File: config.mk
export PLATFORM = sky130hd
export DESIGN_NAME = divider
export DESIGN_NICKNAME = d
export VERILOG_FILES = /design/src/rtl/divider.sv
export SDC_FILE = /design/constraint.sdc
export NUM_CORES = 1
export LEC_CHECK = 0
export CAP_MARGIN = 20
export CORE_MARGIN = 2
export CORE_UTILIZATION = 50
export CTS_CLUSTER_DIAMETER = 150
export DETAILED_ROUTE_END_ITERATION = 10
export HOLD_SLACK_MARGIN = 0.1
export PLACE_DENSITY = 0.8
export SKIP_CTS_REPAIR_TIMING = 1
export SLEW_MARGIN = 20
export SYNTH_ARGS = -nofsm -noshare
export SYNTH_HDL_FRONTEND = slang
export SYNTH_SLANG_ARGS = --single-unit
File: constraint.sdc
create_clock -name clk -period 14.8 [get_ports clk]
set_input_delay 2.22 -clock clk [delete_from_list [all_inputs] [get_ports clk]]
set_output_delay 2.22 -clock clk [all_outputs]
set_load 0.05 [all_outputs]
File: src/rtl/divider.sv
// Purpose: sequential 32-bit DIV/DIVU (radix-2 restoring on magnitudes, sign fix-up), HI/LO packed result.
// Latency: 34 cycles from div_en cycle to the div_valid pulse; one quotient bit per cycle.
// Backpressure: div_busy stalls the pipeline; div_en is ignored unless idle, flush aborts without a result.
module divider (
  input  logic        clk,
  input  logic        rst,
  input  logic        flush,
  input  logic        div_en,
  input  logic [31:0] div_A,
  input  logic [31:0] div_B,
  input  logic        is_unsign,
  output logic        div_busy,
  output logic        div_valid,
  output logic [63:0] div_out
);

  typedef enum logic [1:0] {
    S_IDLE = 2'd0,
    S_DIV  = 2'd1,
    S_FIX  = 2'd2
  } state_e;

  state_e      state_q, state_d;
  logic [5:0]  cnt_q, cnt_d;
  logic [31:0] rem_q, rem_d;
  logic [31:0] quo_q, quo_d;
  logic [31:0] dvs_q, dvs_d;
  logic [31:0] a_raw_q, a_raw_d;
  logic        sign_q_q, sign_q_d;
  logic        sign_r_q, sign_r_d;
  logic        dz_q, dz_d;
  logic        busy_q, busy_d;
  logic        valid_q, valid_d;
  logic [63:0] out_q, out_d;

  // Operand magnitudes: only signed operands with the MSB set are negated.
  logic        a_neg, b_neg;
  logic [31:0] a_mag, b_mag;
  assign a_neg = ~is_unsign & div_A[31];
  assign b_neg = ~is_unsign & div_B[31];
  assign a_mag = a_neg ? (32'd0 - div_A) : div_A;
  assign b_mag = b_neg ? (32'd0 - div_B) : div_B;

  // One restoring step: shifted partial remainder minus divisor; bit 32 set means it did not fit.
  logic [32:0] trial;
  assign trial = {1'b0, rem_q[30:0], quo_q[31]} - {1'b0, dvs_q};

  // Signed fix-up of the final magnitudes.
  logic [31:0] quo_fix, rem_fix;
  assign quo_fix = sign_q_q ? (32'd0 - quo_q) : quo_q;
  assign rem_fix = sign_r_q ? (32'd0 - rem_q) : rem_q;

  // State and datapath registers; reset returns every output to zero.
  always_ff @(posedge clk or posedge rst) begin
    if (rst) begin
      state_q  <= S_IDLE;
      cnt_q    <= 6'd0;
      rem_q    <= 32'd0;
      quo_q    <= 32'd0;
      dvs_q    <= 32'd0;
      a_raw_q  <= 32'd0;
      sign_q_q <= 1'b0;
      sign_r_q <= 1'b0;
      dz_q     <= 1'b0;
      busy_q   <= 1'b0;
      valid_q  <= 1'b0;
      out_q    <= 64'd0;
    end else begin
      state_q  <= state_d;
      cnt_q    <= cnt_d;
      rem_q    <= rem_d;
      quo_q    <= quo_d;
      dvs_q    <= dvs_d;
      a_raw_q  <= a_raw_d;
      sign_q_q <= sign_q_d;
      sign_r_q <= sign_r_d;
      dz_q     <= dz_d;
      busy_q   <= busy_d;
      valid_q  <= valid_d;
      out_q    <= out_d;
    end
  end

  // Next-state logic: accept in IDLE, 32 restoring steps in DIV, publish in FIX; flush overrides all.
  always_comb begin
    state_d  = state_q;
    cnt_d    = cnt_q;
    rem_d    = rem_q;
    quo_d    = quo_q;
    dvs_d    = dvs_q;
    a_raw_d  = a_raw_q;
    sign_q_d = sign_q_q;
    sign_r_d = sign_r_q;
    dz_d     = dz_q;
    busy_d   = busy_q;
    valid_d  = 1'b0;
    out_d    = out_q;

    if (flush) begin
      // Abort: no result, div_out keeps its previous value.
      state_d = S_IDLE;
      cnt_d   = 6'd0;
      busy_d  = 1'b0;
    end else begin
      case (state_q)
        S_IDLE: begin
          if (div_en) begin
            rem_d    = 32'd0;
            quo_d    = a_mag;
            dvs_d    = b_mag;
            a_raw_d  = div_A;
            sign_q_d = ~is_unsign & (div_A[31] ^ div_B[31]);
            sign_r_d = ~is_unsign & div_A[31];
            dz_d     = (div_B == 32'd0);
            cnt_d    = 6'd0;
            busy_d   = 1'b1;
            state_d  = S_DIV;
          end
        end
        S_DIV: begin
          if (!trial[32]) begin
            rem_d = trial[31:0];
            quo_d = {quo_q[30:0], 1'b1};
          end else begin
            rem_d = {rem_q[30:0], quo_q[31]};
            quo_d = {quo_q[30:0], 1'b0};
          end
          cnt_d = cnt_q + 6'd1;
          if (cnt_q == 6'd31) begin
            state_d = S_FIX;
          end
        end
        S_FIX: begin
          // Divide-by-zero returns the raw dividend in HI and all-ones in LO regardless of signedness.
          out_d   = dz_q ? {a_raw_q, 32'hFFFF_FFFF} : {rem_fix, quo_fix};
          valid_d = 1'b1;
          busy_d  = 1'b0;
          state_d = S_IDLE;
        end
        default: begin
          state_d = S_IDLE;
          busy_d  = 1'b0;
        end
      endcase
    end
  end

  assign div_busy  = busy_q;
  assign div_valid = valid_q;
  assign div_out   = out_q;

endmodule

==> results.py <==
metrics = {
    "status": {
        "status": "complete, no violations",
    },
    "pwr": {
        "cellLeakagePower_nw": 6.68,
        "pwr-share-clk_pct": 24.8,
        "power.internal_w": 0.00140,
        "p_comb_share_pct": 42.4,
        "netSwitchingFraction_pct": 39.8,
        "max-vdd-ir-drop_mv": 0.0911,
        "powerDensity_nw_per_um2": 155,
        "power_frac_seq_pct": 32.8,
        "power_w": 0.00232,
        "switchingPower_w": 0.000924,
    },
    "route": {
        "dr.pass1.iters": 6,
        "drt_wl_total_um": 32200,
        "ant_nets": 0,
        "wl_per_cell_um": 16.5,
        "routed_via_density": 5.72,
        "drt_iter0_markers": 894,
        "drc": 0,
        "vias": 11200,
    },
    "layout": {
        "final_cells": 1952,
        "num-nets-final": 1713,
        "syn_to_final_growth_pct": 18.8,
        "fin_util_pct": 60.0,
        "n_fill_cell": 2175,
        "antennaDiodeCount": 0,
        "drive_gt1_share_pct": 4.93,
        "seq_area_um2": 5130,
        "multi_input_comb_area_um2": 7010,
    },
    "clock_tree": {
        "cts.sinks": 205,
        "cts_buffers": 24,
        "clockBufferDepth": 3,
        "clock_latency_ns": 0.52,
        "clk_pin_slew_worst_paths_ns": 0.06,
        "cts_root_buf": "clkbuf_16",
        "cts_tree": "done",
        "htree_levels": 1,
    },
    "run": {
        "max-cap-violations": 0,
    },
    "timing": {
        "hold_violations": 0,
        "max_freq_mhz": 224,
        "maxSlewViolCount": 0,
        "final.setup_skew_ns": 0.0117,
        "rsz0062_at_grt": "false",
        "fin_crit_sh_pct": 30.2,
        "slew-limit-headroom_pct": 34.0,
        "worst_pin_slew_ns": 0.990,
        "finalSetupTns_ns": 0,
        "finalSetupViolations": 0,
        "whs_ns": 0.478,
        "period_minus_slack_ns": 4.47,
    },
    "worst_setup_path": {
        "crit_path_end_kind": "register",
        "worstPathArrival_ns": 4.83,
        "critical_path.top_delay_family": "simple AND/OR/NAND/NOR gates",
        "start_kind": "input port",
        "crit_path_end": "dvs_q[28]$_DFFE_PP0P_",
        "r2r-start": "quo_q[31]$_DFFE_PP0P_",
        "reg2reg_depth": 12,
        "cp-startpoint": "div_B[8]",
        "crit_type": "in -> reg",
        "path_depth": 9,
        "rrSetupSlack_ns": 10.59,
        "max_stage_delay_ns": 0.61,
        "crit_slowest_cell": "or4_1",
        "r2r-end": "rem_q[23]$_DFFE_PP0P_",
        "crit_chain": "clkdlybuf4s50_1 -> or4_1 -> nor4_1 -> nor3b_1 -> nand2_1 -> nor2_1 -> a21oi_1 -> xnor2_1 -> o21ai_0",
        "critical_path_required_ns": 15.16,
        "cp_max_fo": 5,
        "crit_buf_inv": 1,
    },
    "placed_design": {
        "routabilityCongestion": 0.948,
        "port_buffers": 134,
        "place_hpwl_um": 23100,
        "place_inst": 1909,
    },
    "synth": {
        "ys.flop_type": "dfrtp_1",
        "syn_area_um2": 12600,
        "synth_top_area_share_pct": 40.7,
        "synth_fa_ha_area_share_pct": 3.93,
        "yosys.area_share.simple_pct": 17.6,
        "yosysWarnings": 0,
        "async_reset_ff_share_pct": 100,
        "ys_ff_latch": 205,
        "ys_types": 68,
        "yosysMostFrequentCell": "nand2_1",
        "synth-compound-area-share_pct": 22.6,
        "postSynthAreaPerCell_um2": 8.34,
        "synthesis.nets": 1619,
        "ys_seq_area_share_pct": 40.7,
        "synthTopCellsByCount": "nand2_1, dfrtp_1, o21ai_0",
        "synth_mux_area_share_pct": 1.11,
        "synth-xor-area-share_pct": 10.2,
        "synth_top_family_by_area": "compound AO/OA/AOI/OAI gates",
        "synthCells": 1511,
        "synth_top_area_cell": "dfrtp_1",
        "synth_edf_count": 0,
        "yosys-top-cells-area": "dfrtp_1, nand2_1, o21ai_0",
    },
    "global_routing": {
        "antenna_found_initial": 0,
        "grt-ovfl-total": 0,
        "grtUsageTotal_pct": 24.5,
        "grt_max_degree": 138,
        "grt_pass1_vias": 10600,
        "grt_pass1_wl_um": 53200,
    },
    "die": {
        "io_pins": 135,
        "die_x_um": 163,
        "fp.dieArea_um2": 26500,
        "rows": 58,
        "core_um2": 25000,
        "fp.dieH_um": 163,
        "initial_core_util_pct": 50.5,
    },
    "min_path": {
        "worstHoldPathType": "reg -> reg",
    },
}
-- cell type report --
class | count | area share (%)
tap | 330 | 2.76
clock buffer | 37 | 4.95
inverter | 52 | 1.35
sequential | 205 | 34.3
timing repair buffer | 146 | 9.56
clock inverter | 6 | 0.284
multi-input combinational | 1176 | 46.8
-- layer usage --
metal / up-vias / track usage, % / wire (um) / share of wire [%]
li1: 5448 / - / - / -
met1: 5252 / 33.0 / 14100 / 44
met2: 384 / 40.4 / 14900 / 46
met3: 73 / 3.34 / 1960 / 6.1
met4: 0 / 9.09 / 1120 / 3.5
met5: - / 0 / 0 / 0
-- worst min-delay path by stage --
| stage | from | endpoint | depth (start not counted) |
|---|---|---|---|
| 6_report | a_raw_q[29]$_DFFE_PP0P_ | a_raw_q[29]$_DFFE_PP0P_ | 2 |
| 5_1_grt | dvs_q[7]$_DFFE_PP0P_ | dvs_q[7]$_DFFE_PP0P_ | 2 |
| 4_1_cts | a_raw_q[29]$_DFFE_PP0P_ | a_raw_q[29]$_DFFE_PP0P_ | 2 |
| 3_5_place_dp | a_raw_q[29]$_DFFE_PP0P_ | a_raw_q[29]$_DFFE_PP0P_ | 2 |
| 3_3_place_gp | a_raw_q[30]$_DFFE_PP0P_ | a_raw_q[30]$_DFFE_PP0P_ | 2 |
| 2_1_floorplan | a_raw_q[28]$_DFFE_PP0P_ | a_raw_q[28]$_DFFE_PP0P_ | 2 |
-- through the flow --
step,setup slack (ns),cell area [um2]
floorplan,6.98,12600
global route,9.92,15000
global placement,9.91,14200
CTS,10.37,15000
detailed placement,9.84,14200
finish,10.33,15000
-- power by group through the flow --
stage / clock network, W / logic (W) / registers, W
CTS: 0.000585 / 0.000978 / 0.000758
finish: 0.000576 / 0.000986 / 0.000762
detailed placement: 0 / 0.000970 / 0.000767
global route: 0.000608 / 0.00110 / 0.000774
floorplan: 0 / 0.000766 / 0.000725
global placement: 0 / 0.000946 / 0.000761
-- layout by cell type (no fill, tap or decap), types with 8 or more instances in the layout --
master           netlist  layout
nand2_1              253     252
dfrtp_1              205     204
o21ai_0              163     163
a21oi_1              159     159
clkdlybuf4s50_1        0     134
nor2_1               120     119
xor2_1                82      82
xnor2_1               64      64
inv_1                 52      50
a21o_1                40      40
ha_1                  38      38
o31ai_1               25      25
clkbuf_16              0      25
nor3_1                21      20
nand2b_1              18      18
mux2i_1               14      14
a31oi_1               14      14
buf_4                  1      12
nand3_1               11      11
o41ai_1               11      11
nor4_1                10      10
nor2b_1               11      10
and3_1                10      10
or3_1                  9       9
a32oi_1                9       9
o211ai_1               8       8
-- cell families (layout without fill, tap and decap cells) --
logic type	Yosys count	count (layout)
buffers and inverters	130	241
and+or+nand+nor	498	498
DFF	205	205
AOI/OAI and AO/OA	479	479
xor gates and xnor gates	146	146
muxes	14	14
adders and majority gates	39	39
-- state kept, by name, indices dropped and copies added (netlist names) --
signal     count
a_raw_q       32
cnt_q          6
div_busy       1
div_out       64
div_valid      1
dvs_q         32
dz_q           1
quo_q         32
rem_q         32
sign_q_q       1
sign_r_q       1
state_q        2
-- tightest hold or removal path, cell delays in order, from the launching register on --
cell,delay [ns]
dfrtp_1,0.34
nand2_1,0.05
nand2_1,0.06
(Power assumes the default switching activity.)
